===== config.mk =====
export PLATFORM = sky130hd
export DESIGN_NAME = apb_timer_param_flat
export DESIGN_NICKNAME = d
export VERILOG_FILES = /design/src/rtl/timer_pkg.sv /design/src/rtl/apb_timer_param_if.sv /design/src/rtl/timer_prescaler.sv /design/src/rtl/apb_timer_param.sv /design/src/flat_wrapper.sv
export SDC_FILE = /design/constraint.sdc
export NUM_CORES = 1
export LEC_CHECK = 0
export ABC_AREA = 1
export BUFFER_PORTS_ARGS = -buffer_cell sky130_fd_sc_hd__buf_4
export CORE_MARGIN = 4
export CORE_UTILIZATION = 56
export CTS_CLUSTER_SIZE = 20
export DETAILED_ROUTE_END_ITERATION = 12
export PLACE_DENSITY = 0.78
export REMOVE_ABC_BUFFERS = 1
export SLEW_MARGIN = 0
export SYNTH_ARGS = -nofsm -noshare
export SYNTH_HDL_FRONTEND = slang
export SYNTH_HIERARCHICAL = 1
export SYNTH_SLANG_ARGS = --single-unit

===== constraint.sdc =====
create_clock -name pclk -period 2.3 [get_ports pclk]
set_clock_uncertainty 0.05 [all_clocks]
set_input_delay 0.115 -clock pclk [delete_from_list [all_inputs] [get_ports pclk]]
set_output_delay 0.115 -clock pclk [all_outputs]
set_load 0.01 [all_outputs]

===== src/rtl/timer_pkg.sv =====
// timer_pkg: shared constants for the APB timer.
//   - register byte addresses (ADDR_TDR .. ADDR_TIER)
//   - TCR / TSR bit positions
//   - prescaler clock-select encoding and its compare mask
package timer_pkg;

  localparam logic [7:0] ADDR_TDR  = 8'h00;
  localparam logic [7:0] ADDR_TCR  = 8'h04;
  localparam logic [7:0] ADDR_TSR  = 8'h08;
  localparam logic [7:0] ADDR_TCMP = 8'h0C;
  localparam logic [7:0] ADDR_TCNT = 8'h10;
  localparam logic [7:0] ADDR_TIER = 8'h14;

  localparam int TCR_LOAD    = 7;
  localparam int TCR_ONESHOT = 6;
  localparam int TCR_DIR     = 5;
  localparam int TCR_EN      = 4;
  localparam int TCR_ARLD    = 3;

  localparam int TSR_OVF = 0;
  localparam int TSR_UDF = 1;
  localparam int TSR_CMP = 2;

  typedef enum logic [1:0] {
    CKS_DIV2  = 2'd0,
    CKS_DIV4  = 2'd1,
    CKS_DIV8  = 2'd2,
    CKS_DIV16 = 2'd3
  } cks_e;

  // Low prescaler bits that must all be 1 for a tick at the given division.
  function automatic logic [3:0] cks_mask(input cks_e cks);
    case (cks)
      CKS_DIV2:  return 4'b0001;
      CKS_DIV4:  return 4'b0011;
      CKS_DIV8:  return 4'b0111;
      default:   return 4'b1111;
    endcase
  endfunction

endpackage


===== src/rtl/apb_timer_param_if.sv =====
// apb_timer_param_if: APB signal bundle for the timer.
//   master: drives psel, penable, pwrite, paddr, pwdata
//   slave : drives prdata, pready, pslverr
interface apb_timer_param_if #(
  parameter int DATA_W = 32
) ();
  logic              psel;
  logic              penable;
  logic              pwrite;
  logic [7:0]        paddr;
  logic [DATA_W-1:0] pwdata;
  logic [DATA_W-1:0] prdata;
  logic              pready;
  logic              pslverr;

  modport master (
    output psel, penable, pwrite, paddr, pwdata,
    input  prdata, pready, pslverr
  );

  modport slave (
    input  psel, penable, pwrite, paddr, pwdata,
    output prdata, pready, pslverr
  );
endinterface


===== src/rtl/timer_prescaler.sv =====
// timer_prescaler: free-running 4-bit prescaler producing a 1-cycle tick.
//   pclk, presetn : clock, async active-low reset
//   en            : advance the prescaler
//   hold          : force the prescaler to 0 (load in progress)
//   cks           : division select, tick every 2^(cks+1) cycles
//   tick          : single-cycle count enable for the main counter
// The tick fires when the low cks+1 bits are all ones, i.e. on the carry out
// of bit cks. Changing cks therefore keeps the current phase.
module timer_prescaler
  import timer_pkg::*;
(
  input  logic pclk,
  input  logic presetn,
  input  logic en,
  input  logic hold,
  input  cks_e cks,
  output logic tick
);

  logic [3:0] presc_q, presc_d;

  always_comb begin
    presc_d = presc_q;
    if (hold) begin
      presc_d = '0;
    end else if (en) begin
      presc_d = presc_q + 4'd1;
    end
  end

  always_ff @(posedge pclk or negedge presetn) begin
    if (!presetn) begin
      presc_q <= '0;
    end else begin
      presc_q <= presc_d;
    end
  end

  assign tick = en & ~hold & ((presc_q | ~cks_mask(cks)) == 4'hF);

endmodule


===== src/rtl/apb_timer_param.sv =====
// apb_timer_param: parametrised APB timer/counter with compare, auto-reload
// and maskable interrupt.
//   pclk, presetn : clock, async active-low reset
//   apb           : APB slave port (zero wait states, pslverr on unmapped)
//   irq           : level interrupt, OR of (TSR & TIER)
// Registers: TDR 0x00, TCR 0x04, TSR 0x08 (write-0-to-clear), TCMP 0x0C,
// TCNT 0x10 (read-only), TIER 0x14.
// Optional build macro TIMER_ONESHOT_EN: adds TCR bit6 oneshot, which clears
// en on an overflow/underflow so the counter stops at its wrap value.
module apb_timer_param
  import timer_pkg::*;
#(
  parameter int CNT_W  = 16,
  parameter int DATA_W = 32
) (
  input  logic                pclk,
  input  logic                presetn,
  apb_timer_param_if.slave    apb,
  output logic                irq
);

  localparam logic [CNT_W-1:0] CNT_MAX = {CNT_W{1'b1}};

  logic [CNT_W-1:0] tdr_q, tdr_d;
  logic [CNT_W-1:0] tcmp_q, tcmp_d;
  logic [CNT_W-1:0] cnt_q, cnt_d;
  logic [2:0]       tier_q, tier_d;
  logic [2:0]       tsr_q, tsr_d;
  logic             load_q, load_d;
  logic             dir_q, dir_d;
  logic             en_q, en_d;
  logic             arld_q, arld_d;
  cks_e             cks_q, cks_d;
  logic             oneshot;

  logic acc, wr;
  logic sel_tdr, sel_tcr, sel_tsr, sel_tcmp, sel_tcnt, sel_tier, mapped;
  logic tick;
  logic ovf_set, udf_set, cmp_set;
  logic [DATA_W-1:0] rdata;
  logic unused_pwdata;

  assign acc = apb.psel & apb.penable;
  assign wr  = acc & apb.pwrite;

  always_comb begin
    sel_tdr  = (apb.paddr == ADDR_TDR);
    sel_tcr  = (apb.paddr == ADDR_TCR);
    sel_tsr  = (apb.paddr == ADDR_TSR);
    sel_tcmp = (apb.paddr == ADDR_TCMP);
    sel_tcnt = (apb.paddr == ADDR_TCNT);
    sel_tier = (apb.paddr == ADDR_TIER);
    mapped   = sel_tdr | sel_tcr | sel_tsr | sel_tcmp | sel_tcnt | sel_tier;
  end

  // Upper write-data bits have no register behind them.
  assign unused_pwdata = ^apb.pwdata;

  timer_prescaler u_presc (
    .pclk    (pclk),
    .presetn (presetn),
    .en      (en_q),
    .hold    (load_q),
    .cks     (cks_q),
    .tick    (tick)
  );

  // Counter: load dominates; otherwise step on tick with wrap handling.
  always_comb begin
    cnt_d   = cnt_q;
    ovf_set = 1'b0;
    udf_set = 1'b0;
    cmp_set = 1'b0;
    if (load_q) begin
      cnt_d = tdr_q;
    end else if (tick) begin
      if (!dir_q) begin
        if (cnt_q == CNT_MAX) begin
          cnt_d   = arld_q ? tdr_q : '0;
          ovf_set = 1'b1;
        end else begin
          cnt_d = cnt_q + CNT_W'(1);
        end
      end else begin
        if (cnt_q == '0) begin
          cnt_d   = arld_q ? tdr_q : CNT_MAX;
          udf_set = 1'b1;
        end else begin
          cnt_d = cnt_q - CNT_W'(1);
        end
      end
      cmp_set = (cnt_d == tcmp_q);
    end
  end

  always_comb begin
    tdr_d  = (wr & sel_tdr)  ? apb.pwdata[CNT_W-1:0] : tdr_q;
    tcmp_d = (wr & sel_tcmp) ? apb.pwdata[CNT_W-1:0] : tcmp_q;
    tier_d = (wr & sel_tier) ? apb.pwdata[2:0]       : tier_q;
  end

  always_comb begin
    load_d = load_q;
    dir_d  = dir_q;
    en_d   = en_q;
    arld_d = arld_q;
    cks_d  = cks_q;
    if (wr & sel_tcr) begin
      load_d = apb.pwdata[TCR_LOAD];
      dir_d  = apb.pwdata[TCR_DIR];
      en_d   = apb.pwdata[TCR_EN];
      arld_d = apb.pwdata[TCR_ARLD];
      cks_d  = cks_e'(apb.pwdata[1:0]);
    end
    // Oneshot stop beats a simultaneous software write of en.
    if (oneshot & (ovf_set | udf_set)) begin
      en_d = 1'b0;
    end
  end

  // Hardware set beats a software clear in the same cycle.
  always_comb begin
    tsr_d = tsr_q;
    if (wr & sel_tsr) begin
      tsr_d = tsr_q & apb.pwdata[2:0];
    end
    tsr_d[TSR_OVF] = tsr_d[TSR_OVF] | ovf_set;
    tsr_d[TSR_UDF] = tsr_d[TSR_UDF] | udf_set;
    tsr_d[TSR_CMP] = tsr_d[TSR_CMP] | cmp_set;
  end

  always_ff @(posedge pclk or negedge presetn) begin
    if (!presetn) begin
      tdr_q  <= '0;
      tcmp_q <= '0;
      cnt_q  <= '0;
      tier_q <= '0;
      tsr_q  <= '0;
      load_q <= 1'b0;
      dir_q  <= 1'b0;
      en_q   <= 1'b0;
      arld_q <= 1'b0;
      cks_q  <= CKS_DIV2;
    end else begin
      tdr_q  <= tdr_d;
      tcmp_q <= tcmp_d;
      cnt_q  <= cnt_d;
      tier_q <= tier_d;
      tsr_q  <= tsr_d;
      load_q <= load_d;
      dir_q  <= dir_d;
      en_q   <= en_d;
      arld_q <= arld_d;
      cks_q  <= cks_d;
    end
  end

`ifdef TIMER_ONESHOT_EN
  logic oneshot_q, oneshot_d;

  always_comb begin
    oneshot_d = (wr & sel_tcr) ? apb.pwdata[TCR_ONESHOT] : oneshot_q;
  end

  always_ff @(posedge pclk or negedge presetn) begin
    if (!presetn) begin
      oneshot_q <= 1'b0;
    end else begin
      oneshot_q <= oneshot_d;
    end
  end

  assign oneshot = oneshot_q;
`else
  assign oneshot = 1'b0;
`endif

  // Read data is combinational so it is valid within the access cycle.
  always_comb begin
    rdata = '0;
    if (apb.psel & ~apb.pwrite) begin
      if (sel_tdr)  rdata = DATA_W'(tdr_q);
      if (sel_tcr)  rdata = DATA_W'({load_q, oneshot, dir_q, en_q, arld_q, 1'b0, 2'(cks_q)});
      if (sel_tsr)  rdata = DATA_W'(tsr_q);
      if (sel_tcmp) rdata = DATA_W'(tcmp_q);
      if (sel_tcnt) rdata = DATA_W'(cnt_q);
      if (sel_tier) rdata = DATA_W'(tier_q);
    end
  end

  assign apb.prdata  = rdata;
  assign apb.pready  = 1'b1;
  assign apb.pslverr = acc & ~mapped;
  assign irq         = |(tsr_q & tier_q);

endmodule


===== src/flat_wrapper.sv =====
// flat-port wrapper written by rule: the top's interface ports become plain ports
module apb_timer_param_flat import timer_pkg::*;
#(
  parameter int CNT_W  = 16,
  parameter int DATA_W = 32
)
  (pclk, presetn, irq, apb_psel, apb_penable, apb_pwrite, apb_paddr, apb_pwdata, apb_prdata, apb_pready, apb_pslverr);
  apb_timer_param_if #(.DATA_W(DATA_W)) apb_i ();
  input  logic pclk;
  input  logic presetn;
  output logic irq;
  input wire logic [$bits(apb_i.psel)-1:0] apb_psel;
  input wire logic [$bits(apb_i.penable)-1:0] apb_penable;
  input wire logic [$bits(apb_i.pwrite)-1:0] apb_pwrite;
  input wire logic [$bits(apb_i.paddr)-1:0] apb_paddr;
  input wire logic [$bits(apb_i.pwdata)-1:0] apb_pwdata;
  output wire logic [$bits(apb_i.prdata)-1:0] apb_prdata;
  output wire logic [$bits(apb_i.pready)-1:0] apb_pready;
  output wire logic [$bits(apb_i.pslverr)-1:0] apb_pslverr;
  assign apb_i.psel = apb_psel;
  assign apb_i.penable = apb_penable;
  assign apb_i.pwrite = apb_pwrite;
  assign apb_i.paddr = apb_paddr;
  assign apb_i.pwdata = apb_pwdata;
  assign apb_prdata = apb_i.prdata;
  assign apb_pready = apb_i.pready;
  assign apb_pslverr = apb_i.pslverr;
  apb_timer_param #(.CNT_W(CNT_W), .DATA_W(DATA_W)) u_core (.pclk(pclk), .presetn(presetn), .apb(apb_i), .irq(irq));
endmodule

# Word level (Yosys, flattened, before mapping)
# Cells that the tools add are included.
op_classes:
  n_mux: 30
  n_eq_ne: 10
  n_addsub: 3
  n_bitwise: 26
  n_reduce_logical: 6
op_table:
  columns: ["op", "count"]
  rows:
  - ["$mux 16", 15]
  - ["$mux 32", 1]
  - ["$add 16x1->16 const B", 1]
  - ["$eq 16x16->1", 1]
  - ["$eq 16x16->1 const B", 1]
  - ["$eq 8x4->1 const B", 2]
  - ["$eq 8x5->1 const B", 2]
  - ["$logic_not 16->1", 1]
  - ["$sub 16x1->16 const B", 1]
  - ["$pmux 4 s3", 1]
  - ["$and 1x1->1", 11]
  - ["$mux 1", 10]
  - ["$eq 8x3->1 const B", 1]
  - ["$logic_not 8->1", 1]
  - ["$mux 4", 2]
  - ["$or 1x1->1", 8]
  - ["$and 3x3->3", 2]
  - ["$add 4x1->4 const B", 1]
  - ["$eq 4x4->1 const B", 1]
  - ["$not 4->4", 1]
  - ["$or 4x4->4", 1]
  - ["$reduce_bool 2->1", 2]
  - ["$mux 3", 1]
  - ["$not 1->1", 3]
  - ["4 further kinds", 4]
totals:
  output_inout_bits: 35
  elab_cells: 86
  input_bits: 45
  regBits: 64

# Depth between registers and ports, before layout
depth:
  ltp_word: 12
  mapped_depth: 18
  depth_no_buf: 18

# By module
# Netlist, hierarchy kept.
modules_own_cells:
  columns: ["mod", "area_per_inst_um2", "seq_area_each_um2", "cells_each", "n_inst"]
  rows:
  - ["apb_timer_param", 5062.4, 1501.4, 803, 1]
  - ["timer_prescaler", 221.5, 100.1, 31, 1]

# Worst setup path before layout
# OpenSTA, ideal clock, no wires.
synth_timing:
  path_type: "register to register"
  from: "reg u_core.cnt_q[0]"
  to: "reg u_core.tsr_q[2]"
  path_stages_with_launch: 17
  synth_period_minus_slack_ns: 1.931
  setup_time_ns: 0.065
  n_path_buf: 0
  arrival_time_ns: 1.816
  setup_slack_ns: 0.369
  path_cell_list: "dfrtp_1 > inv_2 > ha_1 > inv_1 > nor2_1 > nand2_1 > nor2_1 > nand2_1 > nor2_2 > nand2_1 > nand3_1 > nand2_1 > a21oi_2 > nand2_1 > nor2_1 > nand3_1 > nand2_1"
synth_between:
  elab_chain_len: 9
  elab_cells_between_ends: 13
  cone_classes: "add/sub (2); eq/ne (2); mux (7); bitwise (1); reduce/logical (1)"
synth_lines:
  columns: ["item", "line", "text"]
  rows:
  - ["from (decl)", "apb_timer_param.sv:26", "logic [CNT_W-1:0] cnt_q, cnt_d;"]
  - ["from (signal assigned)", "apb_timer_param.sv:147", "cnt_q <= cnt_d;"]
  - ["$add 16x1->16, or another cell as far along", "apb_timer_param.sv:82", "cnt_d = cnt_q + CNT_W'(1);"]
  - ["$mux 16, on equally long branches", "apb_timer_param.sv:78, apb_timer_param.sv:85", null]
  - ["$mux 16 (*)", "apb_timer_param.sv:77", "if (!dir_q) begin"]
  - ["$mux 16 (*)", "apb_timer_param.sv:76", "end else if (tick) begin"]
  - ["$mux 16 (*)", "apb_timer_param.sv:74", "if (load_q) begin"]
  - ["$eq 16x16->1 (*)", "apb_timer_param.sv:92", "cmp_set = (cnt_d == tcmp_q);"]
  - ["$mux 1 (*)", "apb_timer_param.sv:76", null]
  - ["$mux 1 (*)", "apb_timer_param.sv:74", null]
  - ["$or 1x1->1 (*)", "apb_timer_param.sv:129", "tsr_d[TSR_CMP] = tsr_d[TSR_CMP] | cmp_set;"]
  - ["net u_core.tsr_d[2]", "apb_timer_param.sv:28", "logic [2:0] tsr_q, tsr_d;"]
  - ["to (signal assigned)", "apb_timer_param.sv:149", "tsr_q <= tsr_d;"]
  - ["to (decl)", "apb_timer_param.sv:28", null]
# The timed path passes the listed nets; every way through them passes the cells marked *. The select of a mux whose other input is x is not followed.
# A chain may end at the register's enable or synchronous reset.

# Final worst setup path
# Ends and elaborated chain as after synthesis.

==> results.cfg <==
[power_and_ir_drop]
pwr-share-clk_pct = 36.9
power.density_nw_per_um2 = 399
p_int_w = 0.00172
switching_share_pct = 32.9
leakage_nw = 3.33
ir_worst_vdd_mv = 0.345
seq_power_share_pct = 45.8
power.switching_w = 0.000845
combPwrFrac_pct = 17.3

[global_route]
track_usage_pct = 33.7
grt_pass1_wl_um = 29300
grt_overflow = 0
antenna_found_initial = 0
grt_max_degree = 65
grt_pass1_vias = 5542

[cts]
cts_root_buf = clkbuf_8
cts.sinks = 64
clk_path_buf_depth = 2
h-tree-depth = 3
cts_tree = done
clk_pin_slew_ps = 90
clkLatencyLatePin_ps = 350
numCtsBuffers = 9

[floorplanning]
num_rows = 35
die_h_um = 105
die_area_sq_um = 11100
core_sq_um = 9200
ioPinCount = 80
start_util_pct = 57.5
die_x_um = 105

[timing]
relSlewSlack_pct = 43.1
worst_pin_slew_ps = 854
final-hold-violation-count = 1
post-route-period-util_pct = 98.5
whs_ps = -2.59
slew_viol_final = 0
rsz0062_at_grt = true
fmax_ghz = 0.441
setup_viol = 0
fin_crit_ps = 2270

[logic_synthesis]
ys_types = 40
ys_ff_latch = 64
yosysTopAreaCell = dfrtp_1
synth-async-reset-ratio_pct = 100
netlist_area_sq_um = 5280
yosysSeqAreaShare_pct = 30.3
yosysWarnings = 6
netlist.area_leader.share_pct = 30.3
synthTopCellsByArea = dfrtp_1 30%, nand2_1 21%, nand3_1 7.1%
avgSynthCellArea_sq_um = 6.34
synth_edf_count = 0
synth_flop_cell = dfrtp_1
syn_inst = 834

[placed_design]
buffer_ports.inserted = 46
place.gp.congestion = 1.00
place_hpwl_um = 14100
placed_cell_area_sq_um = 5960

[worst_hold_path]
min_delay_path_depth = 3
hold_class = in -> reg

[detailed_routing]
drt_iter0_drc = 830
ant_nets = 0
num_vias = 6082
wirelength_um = 19000
avgRoutedWirePerCell_um = 18.2
drc = 0
routed_via_density = 5.84
drt_pass1_iterations = 6

[critical_path]
cp_max_fo = 8
cp.required_ps = 2540
startpoint_type = flip-flop
cp.arrival_ps = 2500
end_kind = flip-flop
rr_worst_depth = 14
crit_type = reg -> reg

[run_status]
violations = negative hold slack
status = finished, violations left

[cells_and_area]
final_common_cell = nand2_1
final_cell_area_sq_um = 6430
final_cell_mix = 289 x nand2_1, 104 x buf_4, 93 x inv_1
syn2layout_area_growth_pct = 21.6
drive_above_1_share_pct = 20.2
antenna_cells = 0
nets = 975

[flow_run]
maxCapViolations = 0
registers in the layout, indices dropped and copies added (netlist names):
name	cells
u_core/cnt_q	16
u_core/tcmp_q	16
u_core/tdr_q	16
u_core/u_presc/presc_q	4
u_core/tier_q	3
u_core/tsr_q	3
u_core/cks_q	2
u_core/arld_q	1
u_core/dir_q	1
u_core/en_q	1
u_core/load_q	1
path summary, 6_finish.rpt:
path                            slack, ps          endpoint              from
worst max-delay path                   30   u_core/tsr_q[2]   u_core/cnt_q[0]
worst min-delay path                   -3   u_core/tdr_q[7]     apb_pwdata[7]
worst max register to register         30   u_core/tsr_q[2]   u_core/cnt_q[0]
min in group asynchronous             350  u_core/cnt_q[11]           presetn
max in group asynchronous            1250   u_core/cnt_q[0]           presetn
worst min register to register        470  u_core/tcmp_q[1]  u_core/tcmp_q[1]
routing by layer:
| layer | GRT usage, % | vias to the layer above | routed length (um) |
|---|---|---|---|
| met5 | 0 | - | 0 |
| li1 | - | 2830 | - |
| met4 | 10.0 | 0 | 553 |
| met1 | 49.6 | 2822 | 7970 |
| met2 | 51.3 | 376 | 8310 |
| met3 | 4.63 | 54 | 2160 |
cells by family after synthesis:
family,after synthesis,synth area share (%)
simple gates,482,40.7
compound gates,127,14.5
fa+ha+maj,4,0.947
xor+xnor,4,0.663
flops,64,30.3
buf+inv,151,12.7
other cells,2,0.142
per-stage QoR:
step           utilization, %  cells  TNS, ps  setup WS (ps)  total power, W
6_report                 69.9   1042        0           33.9         0.00257
4_1_cts                  67.9   1035        0           8.83         0.00253
3_3_place_gp             64.8   1010    -32.4          -32.4         0.00158
2_1_floorplan               -    800        0           66.2         0.00140
3_5_place_dp             64.8   1010     -124           -124         0.00159
5_1_grt                  69.9   1042    -20.8          -20.8         0.00267
cells in the mapped netlist, types with 2 or more instances:
library cell and n:
nand3_1 75, a41oi_1 3, a31oi_1 5, nand2_2 4
o21ai_1 2, o211ai_1 8, nand2_1 294, nor2_4 8
xor2_1 3, a21oi_1 8, buf_4 18, o31ai_1 3
o221ai_1 15, o21ai_0 73, inv_2 5, nand4_1 3
buf_2 6, inv_1 96, nor2_1 65, buf_6 4
a22oi_1 4, nand2_4 6, conb_1 2, nor2_8 3
ha_1 4, nor3_1 6, nor2_2 9, dfrtp_1 64
clkbuf_1 21, nand3b_1 7
critical path: stages (launching register included):
cell     delay [ps]
dfrtp_2         460
ha_4            160
nand2_2          80
nor2_4          190
nand3_4         120
nor2_8          250
buf_4           160
nand3_1          60
nand3_1         110
nand2_1         110
nand2_1          70
nand2_1          60
nor2_2          140
nand3_1         100
nand2_1          70
timing repair:
item,CTS,global route
cloned,0,1
gates resized for setup,6,36
setup buffers,1,6
hold endpoints to repair,72,0
pin swaps,1,8
hold buffers,8,0
setup endpoints to repair,1,7
power groups by stage:
stage / Sequential (W) / Combinational [W] / Clock, W
floorplan: 0.00119 / 0.000211 / 0
global placement: 0.00119 / 0.000383 / 0
detailed placement: 0.00120 / 0.000391 / 0
CTS: 0.00117 / 0.000407 / 0.000952
global route: 0.00118 / 0.000485 / 0.00100
finish: 0.00118 / 0.000443 / 0.000947
cell type report:
cell class              instances  area, sq um
fillers                       830         2770
inverters                     102          394
repair inverters                1         7.51
clock buffers                   9          124
repair buffers                114          901
flip-flops and latches         64         1610
clock inverters                 7         55.1
multi-input cells             634         3200
well taps                     111          139
No activity file was read; power rests on OpenSTA's default activity.
